File: src/rtl/mac_sequencer.sv
// rtl/mac_sequencer.sv - drives one DSP48A1 MAC slice through a single-neuron dot product
module mac_sequencer #(
   parameter int ADDR_W  = 10,
   parameter int LEN_W   = 10,
   parameter int MAC_LAT = 2,
   parameter int FRAC    = 8
) (
   input  logic              clk,
   input  logic              rst,
   input  logic              start,
   input  logic [LEN_W-1:0]  len,
   input  logic [ADDR_W-1:0] w_base,
   input  logic [ADDR_W-1:0] x_base,
   output logic              mem_en,
   output logic [ADDR_W-1:0] w_addr,
   output logic [ADDR_W-1:0] x_addr,
   input  logic [17:0]       w_data,
   input  logic [17:0]       x_data,
   output logic [17:0]       mac_a,
   output logic [17:0]       mac_b,
   output logic              mac_ce,
   output logic              mac_clr,
   input  logic [47:0]       mac_p,
   output logic              busy,
   output logic              done,
   output logic [47:0]       result,
   output logic [17:0]       result_q
);

   // Drain counter spans 0..MAC_LAT; the +2 keeps the width non-zero when MAC_LAT is 0.
   localparam int DR_W = $clog2(MAC_LAT + 2);

   typedef enum logic [2:0] {
      S_IDLE,
      S_CLEAR,
      S_FETCH,
      S_DRAIN,
      S_DONE
   } state_t;

   state_t            state;
   state_t            state_nx;
   logic [LEN_W-1:0]  remain;
   logic [DR_W-1:0]   drain_cnt;
   logic              rd_valid;
   logic              clr_run;
   logic              fetch_last;
   logic              drain_last;
   logic signed [47:0] shifted;
   logic [17:0]       sat;

   assign fetch_last = (remain == LEN_W'(1));
   assign drain_last = (drain_cnt == DR_W'(MAC_LAT));

   // The MAC registers are held in reset both by our own reset and by the CLEAR cycle.
   assign mac_clr = clr_run | ~rst;

   // Read data is only meaningful the cycle after a fetch; zero operands add nothing.
   assign mac_a = rd_valid ? x_data : 18'd0;
   assign mac_b = rd_valid ? w_data : 18'd0;

   // State register.
   always_ff @(posedge clk) begin
      if (!rst) begin
         state <= S_IDLE;
      end else begin
         state <= state_nx;
      end
   end

   // Next-state decode and per-state control strobes.
   always_comb begin
      state_nx = state;
      busy     = 1'b1;
      done     = 1'b0;
      mem_en   = 1'b0;
      mac_ce   = 1'b0;
      clr_run  = 1'b0;
      case (state)
         S_IDLE: begin
            busy = 1'b0;
            if (start) begin
               state_nx = (len == '0) ? S_DONE : S_CLEAR;
            end
         end
         S_CLEAR: begin
            mac_ce   = 1'b1;
            clr_run  = 1'b1;
            state_nx = S_FETCH;
         end
         S_FETCH: begin
            mem_en = 1'b1;
            mac_ce = 1'b1;
            if (fetch_last) begin
               state_nx = S_DRAIN;
            end
         end
         S_DRAIN: begin
            mac_ce = 1'b1;
            if (drain_last) begin
               state_nx = S_DONE;
            end
         end
         S_DONE: begin
            done     = 1'b1;
            state_nx = S_IDLE;
         end
         default: begin
            state_nx = S_IDLE;
         end
      endcase
   end

   // Scale the accumulator and clamp it into the signed 18-bit activation range.
   always_comb begin
      shifted = $signed(mac_p) >>> FRAC;
      if (shifted > 48'sd131071) begin
         sat = 18'h1FFFF;
      end else if (shifted < -48'sd131072) begin
         sat = 18'h20000;
      end else begin
         sat = shifted[17:0];
      end
   end

   // Run parameters, address generation, read-valid tracking and result capture.
   always_ff @(posedge clk) begin
      if (!rst) begin
         remain    <= '0;
         drain_cnt <= '0;
         rd_valid  <= 1'b0;
         w_addr    <= '0;
         x_addr    <= '0;
         result    <= '0;
         result_q  <= '0;
      end else begin
         rd_valid <= (state == S_FETCH);
         case (state)
            S_IDLE: begin
               if (start) begin
                  if (len == '0) begin
                     result   <= '0;
                     result_q <= '0;
                  end else begin
                     remain <= len;
                     w_addr <= w_base;
                     x_addr <= x_base;
                  end
               end
            end
            S_FETCH: begin
               remain    <= remain - 1'b1;
               w_addr    <= w_addr + 1'b1;
               x_addr    <= x_addr + 1'b1;
               drain_cnt <= '0;
            end
            S_DRAIN: begin
               drain_cnt <= drain_cnt + 1'b1;
               if (drain_last) begin
                  result   <= mac_p;
                  result_q <= sat;
               end
            end
            default: begin
            end
         endcase
      end
   end

endmodule

File: config.mk
export PLATFORM = sky130hd
export DESIGN_NAME = mac_sequencer
export DESIGN_NICKNAME = d
export VERILOG_FILES = /design/src/rtl/mac_sequencer.sv
export SDC_FILE = /design/constraint.sdc
export NUM_CORES = 1
export LEC_CHECK = 0
export ABC_AREA = 0
export CAP_MARGIN = 20
export CORE_MARGIN = 3
export CORE_UTILIZATION = 33
export CTS_CLUSTER_DIAMETER = 100
export DETAILED_ROUTE_END_ITERATION = 16
export PLACE_DENSITY_LB_ADDON = 0.1
export SLEW_MARGIN = 40
export SYNTH_ARGS = -nofsm -noshare
export SYNTH_HDL_FRONTEND = slang
export SYNTH_SLANG_ARGS = --single-unit
File: constraint.sdc
create_clock -name clk -period 3.2 [get_ports clk]
set_input_delay 0.32 -clock clk [delete_from_list [all_inputs] [get_ports clk]]
set_output_delay 0.32 -clock clk [all_outputs]
set_load 0.01 [all_outputs]
==> impl_metrics.ini, run 1 <==
[status]
status = completed

[worst_hold_path]
hp-class = reg2reg
hold_depth = 1
min_from = result[43]

[clocking]
numCtsBuffers = 9
post_cts_buffers = 0
cts_resized = 0
postCtsHoldBufs = 0
root_buffer = clkbuf_16
path_clk_slew_ns = 0.07
cts_buffer_depth = 2
cts_tree = done
clock-sinks = 102
h-tree-depth = 3
clk-insertion-delay-late_ns = 0.34

[die]
floorplan.initialDensity = 0.343
num_rows = 44
fp.dieW_um = 130
die-area_sq_mm = 0.0169
num_io_pins = 244
die_y_um = 130
coreArea_sq_mm = 0.0148

[cells_and_area]
final_nets = 918
area_growth_pct = 56.1
drive_gt1_frac = 0.0849
post-route-util = 0.535
final_area_sq_mm = 0.00793
finalNonFillerCells = 985
diodes = 0

[placement]
post-dp-hpwl_mm = 13.4
place_inst = 969
gp_congestion = 0.884
io_buffers = 243
placed_area_sq_mm = 0.00762

[detailed_routing]
dr_total_vias = 5482
viasPerCell = 5.57
postRouteAntennaNets = 0
dr.pass1.iters = 4
drcViolationCount = 0
wl_mm = 18.2
drtIter0Drc = 361
wl_per_cell_um = 18.5

[synth]
yosysSeqAreaShare = 0.402
async_flop_share = 0
yosysUniqueCellTypes = 60
syn_area_per_cell_sq_um = 8.79
synth_flop_cell = dfxtp_1
syn_nets = 700
synth_area_leaders = dfxtp_1 (40%), and2_1 (7.1%), a22o_1 (5.3%), nor2_1 (3.4%), a32o_1 (3.3%)
synthCells = 578
synth_top_area_frac = 0.402
synth_edf_count = 0
ys_seq_elements = 102
yosys.area.top_type = dfxtp_1
netlist_area_sq_mm = 0.00508
yosysWarnings = 0

[setup_path]
crit_type = reg2out
crit_chain = or3b_1 -> inv_2 -> clkdlybuf4s50_1
worst_path_dominant_cell_family = buffers and inverters
rr_worst_depth = 5
cp_data_arrival_time_ns = 2.31
crit_slowest_cell = clkdlybuf4s50_1
cp.buffers_inverters = 2
startpoint = state[1]
required_ns = 2.88
worst-path-stages = 3
cp_max_fo = 22
endpoint_kind = primary output
r2r-start = state[1]
slowest_delay_ns = 0.63
worstSetupStartpointType = flip-flop

[global_route]
antenna_found_initial = 0
grt_pass1_wl_mm = 27.8
grt_overflow = 0
grt_pass1_vias = 5384
track_usage = 0.207
grt_max_degree = 50

[timing]
worstMarginPinSlew_ns = 0.820
rsz0062_at_grt = false
setup_viol = 0
period_needed_ns = 2.63
finClkSkew_ns = 0.0101
drv_slew = 0
fin_crit_sh = 0.821
tns_ns = 0
maxSlewHeadroom = 0.449
hold_viol_final = 0
timing.fmax_mhz = 380

[power_and_ir_drop]
power-per-cell-area_mw_per_mm2 = 404
power_mw = 3.20
max-vdd-ir-drop_uv = 224
power.leakage_nw = 2.87

[run]
cap_violations = 0
per-stage QoR:
step	hold WS, ns	worst slack, ns
2_1_floorplan	0.445	1.44
3_3_place_gp	0.438	0.780
3_5_place_dp	0.457	0.708
4_1_cts	0.474	0.553
5_1_grt	0.485	0.459
6_report	0.467	0.572
cells in the final DEF, fill, tap and decap left out, types with 7 or more instances in the layout:
cell type	netlist	final
and3_1	7	7
nand3b_1	19	19
o221a_2	10	10
a32o_1	17	17
nand2_1	20	20
a22o_1	31	31
or2_2	18	18
dfxtp_1	102	101
a31oi_1	8	8
o31ai_1	9	9
a311oi_1	7	7
inv_1	8	8
and2_1	58	58
clkbuf_16	0	9
o21ai_0	20	20
nand3_1	7	7
a21oi_1	29	29
clkdlybuf4s50_1	0	243
buf_4	3	14
o211ai_1	8	8
nand4_1	11	11
nor2_1	46	45
nor4_1	8	7
nor3_1	17	17
worst paths after layout:
check / slack (ns) / end
max reg2reg: 0.82 / result[5]
max: 0.57 / mem_en
min: 0.47 / result[43]
min reg2reg: 0.47 / result[43]
flip-flops by register name (all words and copies together), names as in the netlist:
signal     count
result        48
result_q      18
remain        10
w_addr        10
x_addr        10
state          3
drain_cnt      2
rd_valid       1
routing by layer:
| layer | track usage | vias to the layer above | wire, um | share of wire |
|---|---|---|---|---|
| met5 | 0 | - | 0 | 0 |
| met4 | 0.0703 | 0 | 369 | 0.020 |
| met3 | 0.0524 | 28 | 1640 | 0.090 |
| met2 | 0.350 | 265 | 8650 | 0.48 |
| met1 | 0.256 | 2569 | 7520 | 0.41 |
| li1 | - | 2620 | - | - |
worst reg2reg max path, cell delays in order (launching register included):
cell and delay [ns]:
dfxtp_1 0.57, buf_4 0.30, and4b_1 0.69, a311oi_4 0.08, buf_4 0.32, a22o_1 0.32
final cells by class:
class	instances	area, sq um
Multi-Input combinational cell	417	2790
Fill cell	1323	6880
Tap cell	184	230
Inverter	9	33.8
Clock inverter	6	70.1
Clock buffer	10	229
Sequential cell	102	2040
Timing Repair Buffer	257	2540
cells by family (layout without fill, tap and decap cells):
| kind of cell | Yosys count | after routing | share of synthesized area |
|---|---|---|---|
| buffers and inverters | 59 | 282 | 0.0537 |
| AOI/OAI and AO/OA | 180 | 180 | 0.273 |
| adders and majority gates | 5 | 5 | 0.0123 |
| DFF | 102 | 102 | 0.402 |
| and+or+nand+nor | 232 | 232 | 0.259 |
synth_stat cells (all sizes together) (2+ instances only):
library cell	n
nor4	9
inv	9
a211oi	3
a22oi	2
o31ai	9
a21oi	29
o211ai	8
a31o	2
dfxtp	102
o22ai	3
o21ai	21
nand4	11
nor3b	4
buf	20
ha	5
and3	7
nand2	20
o22a	3
nand3	7
nor3	18
or3b	2
a31oi	8
a41oi	6
o2111ai	3
or3	2
a311oi	8
and2	58
nand2b	2
nor2	47
a32o	17
o311ai	6
and4	3
a211o	4
or4	2
clkbuf	30
o221a	10
a22o	31
nand3b	19
or2	18
power breakdown:
group	switching, mW	total [mW]	internal [mW]
Sequential	0.0861	1.41	1.33
Combinational	0.309	0.679	0.369
Clock	0.500	1.11	0.614
Total	0.895	3.20	2.31
Note: power is estimated with default switching activity, not from simulation.
==> run 2: changes to the inputs <==
==> constraint.sdc (replaced) <==
create_clock -name clk -period 2.42 [get_ports clk]
set_input_delay 0.242 -clock clk [delete_from_list [all_inputs] [get_ports clk]]
set_output_delay 0.242 -clock clk [all_outputs]
set_load 0.01 [all_outputs]
==> run 2 against run 1 <==
Against the previous run:
- hold slack got worse by 0.010 ns
- wire length increased by 1.5%
- final area increased by 0.69%
- register-to-register slack got worse by 0.39 ns
- non-clock buffer count increased by 10
- clock skew decreased by 0.0015 ns
- clock power increased by 23%
- combinational power increased by 37%
- via count increased by 0.82%
- sequential power increased by 32%
==> impl_metrics.ini, run 2 (synthesized netlist as in run 1, its figures left out) <==
[status]
status = completed

[clocking]
cts_resized = 0
cts_buffer_depth = 2
post_cts_buffers = 0
numCtsBuffers = 9
clk-insertion-delay-late_ns = 0.34
path_clk_slew_ns = 0.07
postCtsHoldBufs = 0
h-tree-depth = 3
clock-sinks = 102
root_buffer = clkbuf_16
cts_tree = done

[detailed_routing]
wl_per_cell_um = 18.5
dr.pass1.iters = 5
dr_total_vias = 5527
drcViolationCount = 0
wl_met1_mm = 7.52
wl_mm = 18.5
drtIter0Drc = 320
routed-wl-met2_mm = 8.72
highest_layer = met5
met3WireLength_mm = 1.64
postRouteAntennaNets = 0
viasPerCell = 5.55

[placement]
io_buffers = 243
post-dp-hpwl_mm = 13.7
placed_area_sq_mm = 0.00771
gp_congestion = 0.897

[worst_hold_path]
hold_depth = 1
hp-class = reg2reg
min_from = result[43]
holdPathEnd = result[43]

[setup_path]
reg2reg_slack_ns = 0.43
r2r-end = result_q[8]
crit_type = reg2out
rr_worst_depth = 6
worstSetupStartpointType = flip-flop
required_ns = 2.18
endpoint_kind = primary output
cp_data_arrival_time_ns = 2.00
cp_max_fo = 11
r2r-start = state[1]

[global_route]
grt_pass1_vias = 5634
grt_max_degree = 50
track_usage = 0.211
antenna_found_initial = 1
grt_pass1_wl_mm = 28.5
grt_overflow = 0

[die]
num_rows = 44
num_io_pins = 244
die-area_sq_mm = 0.0169
die_y_um = 130
fp.dieW_um = 130
floorplan.initialDensity = 0.343
coreArea_sq_mm = 0.0148

[timing]
finClkSkew_ns = 0.00861
drv_slew = 0
setup_viol = 0
maxSlewHeadroom = 0.490
timing.fmax_mhz = 446
fin_crit_sh = 0.926
hold_viol_final = 0
tns_ns = 0
worstMarginPinSlew_ns = 0.759
rsz0062_at_grt = false
period_needed_ns = 2.24

[cells_and_area]
largestRegisters = result (48), result_q (18)
drive_gt1_frac = 0.0949
n_fill_cell = 1338
final_cell_mix = clkdlybuf4s50_1 (243), dfxtp_1 (102), and2_1 (58)
largest_register_ffs = 48
area_growth_pct = 57.2
top_register = result
layout_commonest_cell = clkdlybuf4s50_1
final_area_sq_mm = 0.00799
post-route-util = 0.539
final_nets = 928
diodes = 0

[run]
cap_violations = 0

[power_and_ir_drop]
power-per-cell-area_mw_per_mm2 = 521
power.leakage_nw = 2.92
max-vdd-ir-drop_uv = 293
[run 2: power by group]
group	total (mW)	internal, mW	switching, mW
sequential	1.86	1.75	0.110
combinational	0.927	0.507	0.420
clock	1.37	0.702	0.665
[run 2: critical path, cell delays in order, from the launching register on]
cell             delay (ns)
dfxtp_1                0.43
or3b_1                 0.40
inv_2                  0.23
clkdlybuf4s50_1        0.59
[run 2: worst max-delay path by stage]
| stage | from | to | slack (ns) | cells after the start |
|---|---|---|---|---|
| global placement | len[4] | w_addr[5] | 0.19 | 6 |
| finish | state[1] | mem_en | 0.18 | 3 |
| floorplan | drain_cnt[0] | result_q[10] | 0.66 | 8 |
| CTS | rd_valid | mac_b[10] | 0.15 | 3 |
| global route | rd_valid | mac_b[10] | 0.03 | 3 |
| detailed placement | len[4] | w_addr[5] | 0.13 | 6 |
[run 2: through the flow]
step / hold WS (ns) / power, mW / setup WS [ns] / std cells
final: 0.457 / 4.16 / 0.178 / 995
after global routing: 0.475 / 4.35 / 0.0332 / 995
after CTS: 0.462 / 4.20 / 0.151 / 995
after detailed placement: 0.443 / 2.82 / 0.129 / 979
after global placement: 0.434 / 2.80 / 0.185 / 979
after floorplan: 0.367 / 2.30 / 0.662 / 578
[run 2: per-layer routing]
| layer | global-route usage | up-vias |
|---|---|---|
| met5 | 0 | - |
| met1 | 0.250 | 2582 |
| met4 | 0.0844 | 2 |
| li1 | - | 2639 |
| met3 | 0.0577 | 34 |
| met2 | 0.362 | 270 |
[run 2: final cells by class]
cell class,instances,area [sq um],area share
multi-input combinational,417,2780,0.348
timing repair buffer,267,2630,0.329
tap,184,230,0.0288
inverter,9,33.8,0.00423
clock inverter,7,48.8,0.00611
sequential,102,2040,0.256
clock buffer,9,225,0.0282
==> run 3: changes to the inputs <==
--- a/config.mk
+++ b/config.mk
@@ -6,11 +6,12 @@
 export NUM_CORES = 1
 export LEC_CHECK = 0
 export ABC_AREA = 0
-export CAP_MARGIN = 20
+export CAP_MARGIN = 0
 export CORE_MARGIN = 3
 export CORE_UTILIZATION = 33
-export CTS_CLUSTER_DIAMETER = 100
+export CTS_CLUSTER_DIAMETER = 60
 export DETAILED_ROUTE_END_ITERATION = 16
+export GPL_TIMING_DRIVEN = 0
 export PLACE_DENSITY_LB_ADDON = 0.1
 export SLEW_MARGIN = 40
 export SYNTH_ARGS = -nofsm -noshare
==> run 3 against run 2 <==
Against the previous run:
- final cell count is 2.4% higher
- register-to-register slack got worse by 0.17 ns
- critical path type unchanged
- sequential cell count unchanged
- largest power group unchanged
- first-iteration DRC count fell by 7.5%
- critical endpoint unchanged
- maximum frequency is 4.3% lower
- global-route usage grew 1.3 points
==> impl_metrics.ini, run 3 (synthesized netlist as in run 1, its figures left out) <==
[die]
die_y_um = 130
fp.dieW_um = 130
coreArea_sq_mm = 0.0148
num_io_pins = 244
die-area_sq_mm = 0.0169
num_rows = 44
floorplan.initialDensity = 0.343

[power_and_ir_drop]
pwr-share-seq = 0.426
comb_power_share = 0.216
p_sw_mw = 1.22
sw_frac_of_total = 0.278
max-vdd-ir-drop_uv = 361
power.leakage_nw = 2.95
intPower_mw = 3.16
power-per-cell-area_mw_per_mm2 = 542
p_clk_frac = 0.358

[setup_path]
r2r-start = state[2]
crit_chain = buf_6 -> or3b_1 -> buf_2 -> inv_4 -> clkdlybuf4s50_1
crit_type = reg2out
reg2reg_slack_ns = 0.26
slowest_delay_ns = 0.57
cp_max_fo = 13
r2r-end = w_addr[0]
cp_data_arrival_time_ns = 2.10
cp.buffers_inverters = 4
endpoint_kind = primary output
crit_slowest_cell = clkdlybuf4s50_1
worstSetupStartpointType = flip-flop
worst-path-stages = 5
required_ns = 2.18
worst_path_dominant_cell_family = buffers and inverters
rr_worst_depth = 5

[clocking]
cts_buffer_depth = 2
path_clk_slew_ns = 0.07
clk-insertion-delay-late_ns = 0.35
h-tree-depth = 3
post_cts_buffers = 0
cts_tree = done
numCtsBuffers = 9
root_buffer = clkbuf_16
clock-sinks = 102

[timing]
finClkSkew_ns = 0.00973
drv_slew = 0
setup_viol = 0
worstMarginPinSlew_ns = 0.804
fin_crit_sh = 0.968
period_needed_ns = 2.34
timing.fmax_mhz = 427
hold_viol_final = 0
rsz0062_at_grt = false
maxSlewHeadroom = 0.462

[placement]
io_buffers = 243
gp_congestion = 0.867
post-dp-hpwl_mm = 15.0
place_inst = 1005

[global_route]
grt_overflow = 0
antenna_found_initial = 0
grt_max_degree = 17
grt_pass1_wl_mm = 29.9
track_usage = 0.224
grt_pass1_vias = 5674

[run]
cap_violations = 0

[worst_hold_path]
hold_depth = 1
hp-class = reg2reg
min_from = result_q[12]
holdPathEnd = result_q[12]

[detailed_routing]
wl_per_cell_um = 19.1
drtIter0Drc = 296
postRouteAntennaNets = 0
dr_total_vias = 5690
viasPerCell = 5.58
dr.pass1.iters = 4
drcViolationCount = 0
wl_mm = 19.5

[cells_and_area]
n_fill_cell = 1330
layout_commonest_cell = clkdlybuf4s50_1
finalNonFillerCells = 1019
final_nets = 953
largestRegisters = result (48), result_q (18)
post-route-util = 0.545
final_cell_mix = clkdlybuf4s50_1 (243), dfxtp_1 (102), and2_1 (58)
top_register = result
largest_register_ffs = 48
drive_gt1_frac = 0.0874
diodes = 0
area_growth_pct = 58.8

[status]
status = completed
[run 3: per-stage QoR]
stage	setup slack (ns)	hold WS (ns)	total power [mW]	setup TNS [ns]	cell area [sq um]
floorplan	0.662	0.367	2.30	0	5080
global placement	-0.129	0.438	2.81	-1.01	7740
finish	0.0765	0.469	4.37	0	8070
global route	0.00797	0.497	4.55	0	8070
CTS	0.0366	0.473	4.39	0	8060
detailed placement	-0.173	0.446	2.83	-1.96	7750
[run 3: worst max-delay path by stage]
stage / startpoint / to / slack [ns]
final: state[1] / mem_en / 0.08
after floorplan: drain_cnt[0] / result_q[10] / 0.66
after detailed placement: len[8] / remain[4] / -0.17
after global placement: len[8] / remain[4] / -0.13
after global routing: state[1] / mem_en / 0.008
after CTS: rst / mac_clr / 0.04
[run 3: power groups by stage]
| stage | sequential [mW] | combinational, mW | clock (mW) |
|---|---|---|---|
| after floorplan | 1.89 | 0.417 | 0 |
| after global placement | 1.89 | 0.919 | 0 |
| after detailed placement | 1.90 | 0.937 | 0 |
| after CTS | 1.86 | 0.940 | 1.59 |
| after global routing | 1.88 | 1.02 | 1.66 |
| final | 1.86 | 0.945 | 1.57 |
[run 3: layer usage]
layer / up-vias / track usage / share of wire
li1: 2699 / - / -
met1: 2675 / 0.274 / 0.41
met2: 281 / 0.378 / 0.47
met3: 35 / 0.0602 / 0.089
met4: 0 / 0.0862 / 0.024
met5: - / 0 / 0
[run 3: final cells by class]
cell class,instances,area [sq um],area share
clock inverter,5,85.1,0.0105
tap,184,230,0.0285
inverter,9,36.3,0.00450
multi-input combinational,417,2780,0.344
timing repair buffer,243,2430,0.301
sequential,102,2040,0.253
clock buffer,10,229,0.0284
buffer,49,236,0.0293
[run 3: timing repair]
| action | CTS | global route |
|---|---|---|
| setup endpoints to repair | 2 | 2 |
| hold buffers | 0 | 0 |
| hold endpoints to repair | 0 | 0 |
| resized for setup | 2 | 3 |
